**config.mk**
```make
export PLATFORM = sky130hd
export DESIGN_NAME = gfg_frame_buffer_swap_ctrl
export DESIGN_NICKNAME = d
export VERILOG_FILES = /design/src/rtl/gfg_fb_pkg.sv /design/src/rtl/gfg_free_buffer_picker.sv /design/src/rtl/gfg_frame_buffer_swap_ctrl.sv
export SDC_FILE = /design/constraint.sdc
export NUM_CORES = 1
export LEC_CHECK = 0
export CORE_UTILIZATION = 56
export CTS_CLUSTER_DIAMETER = 120
export CTS_CLUSTER_SIZE = 8
export DETAILED_ROUTE_END_ITERATION = 8
export PLACE_DENSITY = 0.9
export SLEW_MARGIN = 40
export SYNTH_ARGS = -nofsm -noshare
export SYNTH_HDL_FRONTEND = slang
export SYNTH_HIERARCHICAL = 1
export SYNTH_SLANG_ARGS = --single-unit
export TNS_END_PERCENT = 1
```
**constraint.sdc**
```tcl
create_clock -name i_clk -period 3.82 [get_ports i_clk]
set_input_delay 0.382 -clock i_clk [delete_from_list [all_inputs] [get_ports i_clk]]
set_output_delay 0.382 -clock i_clk [all_outputs]
set_load 0.1 [all_outputs]
```
**src/rtl/gfg_fb_pkg.sv**
```systemverilog
// gfg_fb_pkg: shared encodings and helpers for the gfg frame-buffer swap controller
//   role_e  : per-buffer ownership role stored in the role table
//   state_e : rasterizer handshake FSM states
//   idx_w() : buffer index width, never narrower than one bit
package gfg_fb_pkg;
  typedef enum logic [1:0] {
    ROLE_FREE    = 2'd0,
    ROLE_DISPLAY = 2'd1,
    ROLE_RENDER  = 2'd2,
    ROLE_READY   = 2'd3
  } role_e;
  typedef enum logic [1:0] {
    S_IDLE      = 2'd0,
    S_RENDER    = 2'd1,
    S_WAIT_FREE = 2'd2
  } state_e;
  function automatic int idx_w(input int n);
    return (n > 2) ? $clog2(n) : 1;
  endfunction
endpackage

```
**src/rtl/gfg_free_buffer_picker.sv**
```systemverilog
// gfg_free_buffer_picker: combinational lowest-index FREE buffer finder
//   i_roles : role table, one 2-bit role per buffer
//   o_found : at least one buffer is FREE
//   o_idx   : lowest FREE buffer index (0 when none)
module gfg_free_buffer_picker
  import gfg_fb_pkg::*;
#(
  parameter int N     = 3,
  parameter int IDX_W = 2
) (
  input  logic [N-1:0][1:0] i_roles,
  output logic              o_found,
  output logic [IDX_W-1:0]  o_idx
);
  // scanning downward lets the lowest match overwrite higher ones
  always_comb begin
    o_found = 1'b0;
    o_idx   = '0;
    for (int i = N - 1; i >= 0; i--) begin
      if (i_roles[i] == ROLE_FREE) begin
        o_found = 1'b1;
        o_idx   = IDX_W'(i);
      end
    end
  end
endmodule

```
**src/rtl/gfg_frame_buffer_swap_ctrl.sv**
```systemverilog
// gfg_frame_buffer_swap_ctrl: N-buffer ownership/swap controller between rasterizer and VGA read side
//   i_clk, i_arst_n        : clock, asynchronous active-low reset
//   i_vblank_start         : vblank pulse, promotes a READY frame when VSYNC_LOCKED
//   i_raster_start_req     : level request for a render target, held until granted
//   i_raster_done          : pulse, current render buffer complete
//   o_raster_grant/target  : grant pulse and buffer index the rasterizer writes
//   o_raster_in_progress   : FSM is in S_RENDER
//   o_display_source       : buffer index the VGA side reads; o_new_frame pulses on change
//   o_ready_pending        : a READY buffer exists
//   o_dropped_frames       : saturating count of overwritten READY frames
//   o_protocol_err         : sticky, done seen outside S_RENDER
module gfg_frame_buffer_swap_ctrl
  import gfg_fb_pkg::*;
#(
  parameter  int NUM_BUFFERS  = 3,
  parameter  int VSYNC_LOCKED = 1,
  parameter  int DROP_CNT_W   = 16,
  localparam int IDX_W        = idx_w(NUM_BUFFERS)
) (
  input  logic                  i_clk,
  input  logic                  i_arst_n,
  input  logic                  i_vblank_start,
  input  logic                  i_raster_start_req,
  input  logic                  i_raster_done,
  output logic                  o_raster_grant,
  output logic [IDX_W-1:0]      o_raster_target,
  output logic                  o_raster_in_progress,
  output logic [IDX_W-1:0]      o_display_source,
  output logic                  o_new_frame,
  output logic                  o_ready_pending,
  output logic [DROP_CNT_W-1:0] o_dropped_frames,
  output logic                  o_protocol_err
);
  logic [NUM_BUFFERS-1:0][1:0] r_roles, w_roles_upd, w_roles_nxt;
  state_e                      r_state, w_state_nxt;
  logic [IDX_W-1:0]            r_target, r_disp, w_disp_nxt, w_ready_idx, w_free_idx;
  logic                        r_grant, r_new_frame, r_err;
  logic                        w_ready_found, w_free_found, w_done, w_drop, w_grant;
  logic                        w_promote_done, w_promote_ready, w_new_frame;
  logic [DROP_CNT_W-1:0]       r_drop_cnt;

  always_comb begin
    w_ready_found = 1'b0;
    w_ready_idx   = '0;
    for (int i = 0; i < NUM_BUFFERS; i++) begin
      if (r_roles[i] == ROLE_READY) begin
        w_ready_found = 1'b1;
        w_ready_idx   = IDX_W'(i);
      end
    end
  end

  // display-side update first; the grant below sees the buffers it frees
  always_comb begin
    w_done          = i_raster_done && (r_state == S_RENDER);
    w_promote_done  = w_done && ((VSYNC_LOCKED == 0) || i_vblank_start);
    w_promote_ready = (VSYNC_LOCKED != 0) && i_vblank_start && !w_done && w_ready_found;
    w_drop          = w_done && w_ready_found;
    w_new_frame     = w_promote_done || w_promote_ready;
    w_disp_nxt      = w_promote_done ? r_target : w_promote_ready ? w_ready_idx : r_disp;
    w_roles_upd     = r_roles;
    if (w_drop) w_roles_upd[w_ready_idx] = ROLE_FREE;
    if (w_new_frame) begin
      w_roles_upd[r_disp]     = ROLE_FREE;
      w_roles_upd[w_disp_nxt] = ROLE_DISPLAY;
    end else if (w_done) w_roles_upd[r_target] = ROLE_READY;
  end

  gfg_free_buffer_picker #(
    .N     (NUM_BUFFERS),
    .IDX_W (IDX_W)
  ) u_picker (
    .i_roles (w_roles_upd),
    .o_found (w_free_found),
    .o_idx   (w_free_idx)
  );

  always_comb begin
    w_state_nxt = r_state;
    w_grant     = 1'b0;
    unique case (r_state)
      S_IDLE: if (i_raster_start_req) begin
        w_grant = w_free_found;
        if (w_free_found) w_state_nxt = S_RENDER;
        else w_state_nxt = S_WAIT_FREE;
      end
      S_WAIT_FREE: begin
        w_grant = w_free_found;
        if (w_free_found) w_state_nxt = S_RENDER;
      end
      S_RENDER: if (w_done) w_state_nxt = S_IDLE;
      default: w_state_nxt = S_IDLE;
    endcase
    w_roles_nxt = w_roles_upd;
    if (w_grant) w_roles_nxt[w_free_idx] = ROLE_RENDER;
  end

  always_ff @(posedge i_clk or negedge i_arst_n) begin
    if (!i_arst_n) begin
      r_roles     <= (2 * NUM_BUFFERS)'(ROLE_DISPLAY);
      r_state     <= S_IDLE;
      r_target    <= '0;
      r_disp      <= '0;
      r_grant     <= 1'b0;
      r_new_frame <= 1'b0;
      r_err       <= 1'b0;
      r_drop_cnt  <= '0;
    end else begin
      r_roles     <= w_roles_nxt;
      r_state     <= w_state_nxt;
      if (w_grant) r_target <= w_free_idx;
      r_disp      <= w_disp_nxt;
      r_grant     <= w_grant;
      r_new_frame <= w_new_frame;
      r_err       <= r_err | (i_raster_done && (r_state != S_RENDER));
      if (w_drop && (r_drop_cnt != '1)) r_drop_cnt <= r_drop_cnt + DROP_CNT_W'(1);
    end
  end

  assign o_raster_grant       = r_grant;
  assign o_raster_target      = r_target;
  assign o_raster_in_progress = (r_state == S_RENDER);
  assign o_display_source     = r_disp;
  assign o_new_frame          = r_new_frame;
  assign o_ready_pending      = w_ready_found;
  assign o_dropped_frames     = r_drop_cnt;
  assign o_protocol_err       = r_err;
endmodule

```
### Word-level counts from Yosys, hierarchy flattened

Index checks and enable logic that the tools add are counted.

| storage, ports and cells | value |
|---|---|
| memories kept | 0 |
| input port bits | 5 |
| memory bits (read-only) | 0 |
| register bits | 31 |
| memory bits (writable) | 0 |
| latch bits | 0 |

| operators by class | value |
|---|---|
| add/sub/neg operators | 1 |
| order comparisons | 10 |
| multiplexer cells | 34 |
| div/mod/pow operators | 0 |
| equality and inequality tests | 10 |
| bitwise gates (word level) | 12 |
| shift operators | 0 |
| reductions and logical operators | 19 |
| multipliers | 0 |

Operators with widths:

| cell | number |
|---|---|
| 2-bit 2-to-1 mux | 15 |
| 6-bit 2-to-1 mux | 4 |
| 2-bit demux with 2-bit select | 5 |
| 16-bit by 1-bit adder with 16-bit output (second input constant) | 1 |
| 16-bit != test (second input constant) | 1 |
| 2-bit by 3-bit < comparator with 1-bit output (second input constant) | 5 |
| 6-bit AND | 2 |
| 1-bit logical AND | 12 |
| 6-bit inverter | 2 |
| 2-bit by 1-bit greater-or-equal comparator with 1-bit output (second input constant) | 5 |
| 2-bit == test (second input constant) | 4 |
| 2-bit logical NOT | 4 |
| 1-bit 2-to-1 mux | 8 |
| 3-bit AND | 2 |
| 3-bit inverter | 2 |
| 3-bit OR | 2 |
| 6-bit OR | 1 |
| 2-bit one-hot mux with 3 select lines | 1 |
| 2-bit by 1-bit != test with 1-bit output (second input constant) | 2 |
| 2-bit != test (second input constant) | 2 |
| 3-bit AND reduction | 1 |
| 2-bit by 1-bit == test with 1-bit output (second input constant) | 1 |
| 1-bit one-hot mux with 2 select lines | 1 |
| 1-bit logical NOT | 1 |
| other kinds (2) | 2 |

### Depth between registers and ports, before layout

| logic depth | value |
|---|---|
| depth after elaboration | 25 |
| depth in mapped cells | 13 |
| mapped depth without buffers | 12 |

### Modules after synthesis

Netlist, hierarchy kept.

By module, submodules not included:

| module | cells each | area an instance (um2) | sequential area each (um2) | times used |
|---|---|---|---|---|
| gfg_frame_buffer_swap_ctrl | 173 | 1699.1 | 777.0 | 1 |
| gfg_free_buffer_picker | 5 | 33.8 | 0.0 | 1 |

### Least setup slack after synthesis

Ideal clock, no wire load.

| timing path | value |
|---|---|
| kind | reg-to-reg |
| from | register r_target[1], in the netlist o_raster_target[1] |
| to | register r_target[0], in the netlist o_raster_target[0] |
| stages on the path, launching flop included | 9 |
| path slack | 1.004 ns |
| library setup time | 0.126 ns |
| path buffers | 0 |
| data required time | 3.694 ns |
| arrival time | 2.690 ns |
| path through | dfrtp_1 mux2_2 a22oi_4 a221o_1 nand2_1 o22ai_2 o21bai_1 o211ai_1 mux2_2 |

RTL lines:

| what | line | source |
|---|---|---|
| from (decl) | gfg_frame_buffer_swap_ctrl.sv:36 | `logic [IDX_W-1:0] r_target, r_disp, w_disp_nxt, w_ready_idx, w_free_idx;` |
| from (signal assigned) | gfg_frame_buffer_swap_ctrl.sv:111 | `if (w_grant) r_target <= w_free_idx;` |

==> run summary <==
The fraction of layout cells with a size suffix above 1 is a little under a quarter. The flow ran to the end, but the final reports show violations. The maximum number of pins on one net before global-route repair came out at 32.

The final hold violation count came out at 0. In this run the post-CTS setup repair buffer count came out at 0. Relative to the synthesized area, the layout overhead comes to 16.3%. TritonCTS built the clock tree. The total of buffers placed on input and output ports is 29. The final reports fail on design-rule violations. The total via count after detailed routing is around 1500. In the routed design, unresolved DRC markers number 5. The number of standard cells after synthesis is around 180. The fraction of the mapped netlist area in adder cells is less than 1%. CTS saw 31 sinks. The post-synthesis area per instance came out at between 9 and 10 sq um.

STA classifies the critical path startpoint as an input port. Once the floorplan was initialized, standard cells occupied approximately three fifths of the core. After synthesis, the largest family of logic cells by area is simple AND/OR/NAND/NOR gates. The CTS clock-pin slew for the worst setup and hold paths came out at 0.11 ns. The simple-gate area share of the yosys netlist came out at between 20% and 30%. The synthesized design spends more area on one cell type than any other, namely dfrtp_1. Traced cell by cell, the critical path runs through clkdlybuf4s50_1 -> nand3b_1 -> a31o_2 -> a22oi_4 -> inv_2 -> o2111ai_1 -> nand2_1 -> o22ai_2 -> o21bai_1 -> o211ai_1 -> nor2_1 -> nand2_1 -> and2_1. The number of H-tree levels came out at 2. The later pin in the worst-skew pair is clocked with a latency of ~0.33 ns. The number of inserted diodes came out at 0.

The first global-routing pass estimated 6290 microns of wire. The compound-gate portion of the synthesized area is a little under a fifth. In the synthesized netlist the async set-or-reset flop fraction comes to between 90% and 100%. The initial antenna violation count came out at 0. The via count of the first global-routing pass is roughly 1500. In this run the biggest area consumer among cell types represents a little over two fifths of the synthesized area. The first-pass iteration count of the detailed router came out at 7. The setup TNS after final layout is 0 ns. For this design the top-level I/O count stands at 30.

The clock buffer count from CTS came out at 5. In this run the clock root is driven by a clkbuf_4. The die covers roughly 3300 sq um. The most instantiated flip-flop cell in the synthesis netlist is dfrtp_1.

The x dimension of the die is approximately 58 microns. For this run, the number of Yosys warnings is 6. The peak clock frequency supported by timing came out at about 320 MHz. The clock arrives with around 0.013 ns of skew. The layout net count is roughly 220. Yosys attributes the largest share of cell area to dfrtp_1 43%, xor2_1 4.5%, nand2_1 3.5%, nor2_1 3.2%, nand3_1 2.6%. Once detail routing completed, the nets flagged for antenna violations numbered 0. The tightest hold path in the finished design has a slack of 0.440 ns.

In this run the core area contains 19 standard-cell rows. Yosys mapped a number of flops with a built-in enable equal to 0. Yosys instantiated no cell more often than dfrtp_1.

The worst hold path class is in -> async. The synthesized netlist net count is about 180. The signal arrival time at the worst endpoint came out at between 3 and 4 ns.

The critical path in this run is classified as in -> reg. The maximum root-to-sink buffer count came out at 2. The met2 layer wire length in the routed design is about 1800 microns. The hold buffer count at CTS is 0. The final period demand of the worst path came out at a little over 3 ns. The flip-flop and latch count after synthesis came out at 31. After clock tree synthesis, the repair step resized 0 gates. Headroom to the max-slew limit came out at 58.1%. Setup repair after global routing left no endpoint under its margin. The fraction of synthesized area in multiplexers came out at under 10%. Global routing consumed, over all layers together, between 20 and 25% of the routing resources. For the worst setup path, the data required time is a little over 4 ns. The number of different library cells used by synthesis comes to between 50 and 60.

The maximum fanout count along the critical path came out at 11. Summed over all layers, the routed wires come to between 3000 and 4000 microns. The tool flagged a number of max-cap violations equal to 0. The worst setup path is captured at a flop.

The cell with the biggest individual delay on the critical path is clkdlybuf4s50_1. The share of the synthesized netlist area taken by xor and xnor gates came out at under 10%. The DRC violation total after the first TritonRoute iteration is 127. The most numerous cell on the critical path is nand2_1. The die boundary height is slightly below 60 microns. After detailed routing, the met3 layer carries approximately 270 microns of wire. The ratio of routed vias to standard cells came out at 6.26.

The average routed wire per standard cell came out at about 15 microns. The transition time at the pin with the least slew margin is between 0.6 and 0.7 ns. The area of the core came out at approximately 2900 sq um.

The ratio of final minimum period to clock period came out at around 80%. In the final routing, the length of wire on met1 measures ~1600 microns. The cell area after technology mapping came out at roughly 1700 sq um.

The delay contributed by the slowest stage of the critical path came out at 0.54 ns. The detailed placer's ending HPWL is approximately 2800 microns. Counting instances in the post-synthesis netlist gives the leading cell types as 30 x dfrtp_1, 16 x nand2_1, 15 x nor2_1. The sequential element share of the synthesized area is 44.8%. The final weighted congestion of routability-driven global placement is around 0.92. The total global routing overflow came out at 0. The number of failing setup endpoints in the final timing report is 0. The top layer used by detailed routing is met4.

The number of pins exceeding their max-slew limit in the final report came to 0.
-- registers in the layout, indices dropped and copies added (netlist names) --
signal,flops
o_display_source,2
o_dropped_frames,16
r_roles,6
o_raster_grant,1
o_new_frame,1
r_state,2
o_raster_target,2
o_protocol_err,1
-- per-stage QoR --
stage | std cells | worst slack, ns | area [sq um] | util (%)
CTS | 244 | 0.770 | 2020 | 70.7
finish | 244 | 0.703 | 2020 | 70.7
detailed placement | 236 | 0.401 | 1930 | 67.6
floorplan | 178 | 1.00 | 1730 | -
global placement | 236 | 0.524 | 2050 | 72.0
global route | 244 | 0.497 | 2020 | 70.7
-- cell usage in the layout (no fill, tap or decap), types with 2 or more instances in the layout --
cell type	n
and3b_1	2
buf_2	25
o21ai_0	8
a21oi_1	4
and3_1	5
clkdlybuf4s50_1	4
and2_1	4
mux2_2	4
nand4_1	5
nor3b_1	2
a21o_1	4
nor3_1	7
clkbuf_4	5
a31oi_1	2
nand3_1	9
inv_1	8
o211ai_1	2
nand2_1	16
nand2b_1	3
nor3_2	2
xor2_1	9
nor2_1	15
xnor2_1	5
dfrtp_1	30
-- cells by family (layout without fill, tap and decap cells) --
group	after synthesis	after routing
buffers and inverters	12	47
flip-flops	31	31
multiplexers	4	4
adder cells (fa/ha/maj)	1	1
AND/OR/NAND/NOR	76	76
AO/OA/AOI/OAI	40	40
XOR/XNOR	14	14
-- metal layers --
metal | track usage, % | vias to the layer above
li1 | - | 719
met1 | 30.3 | 714
met2 | 40.7 | 82
met3 | 6.25 | 12
met4 | 12.5 | 0
met5 | 0 | -
-- critical path, delay by kind of cell --
family                 cells  cell delay, ns
AO/OA/AOI/OAI              6            1.48
AND/OR/NAND/NOR            5            0.85
buffers and inverters      2            0.60
-- layout make-up --
class / instances / area (sq um)
clock buffer: 6 / 51.3
sequential: 31 / 777
inverter: 9 / 33.8
tap: 31 / 38.8
clock inverter: 2 / 35.0
fill: 238 / 837
timing repair buffer: 30 / 173
multi-input combinational: 135 / 907
-- final timing paths --
| path | startpoint | endpoint | slack, ns | depth (start not counted) |
|---|---|---|---|---|
| min in group i_clk | o_protocol_err | o_protocol_err | 0.47 | 1 |
| hold / removal | i_arst_n | o_dropped_frames[12] | 0.44 | 2 |
| max in group asynchronous | i_arst_n | r_roles[0] | 3.06 | 2 |
| hold reg to reg | o_protocol_err | o_protocol_err | 0.47 | 1 |
| setup / recovery | i_raster_done | r_roles[4] | 0.70 | 13 |
| setup reg to reg | r_state[1] | r_roles[4] | 0.80 | 12 |
Power is left out: the tool's default activity adds up to more than one toggle a clock period on the data nets, which glitch-free logic cannot reach.
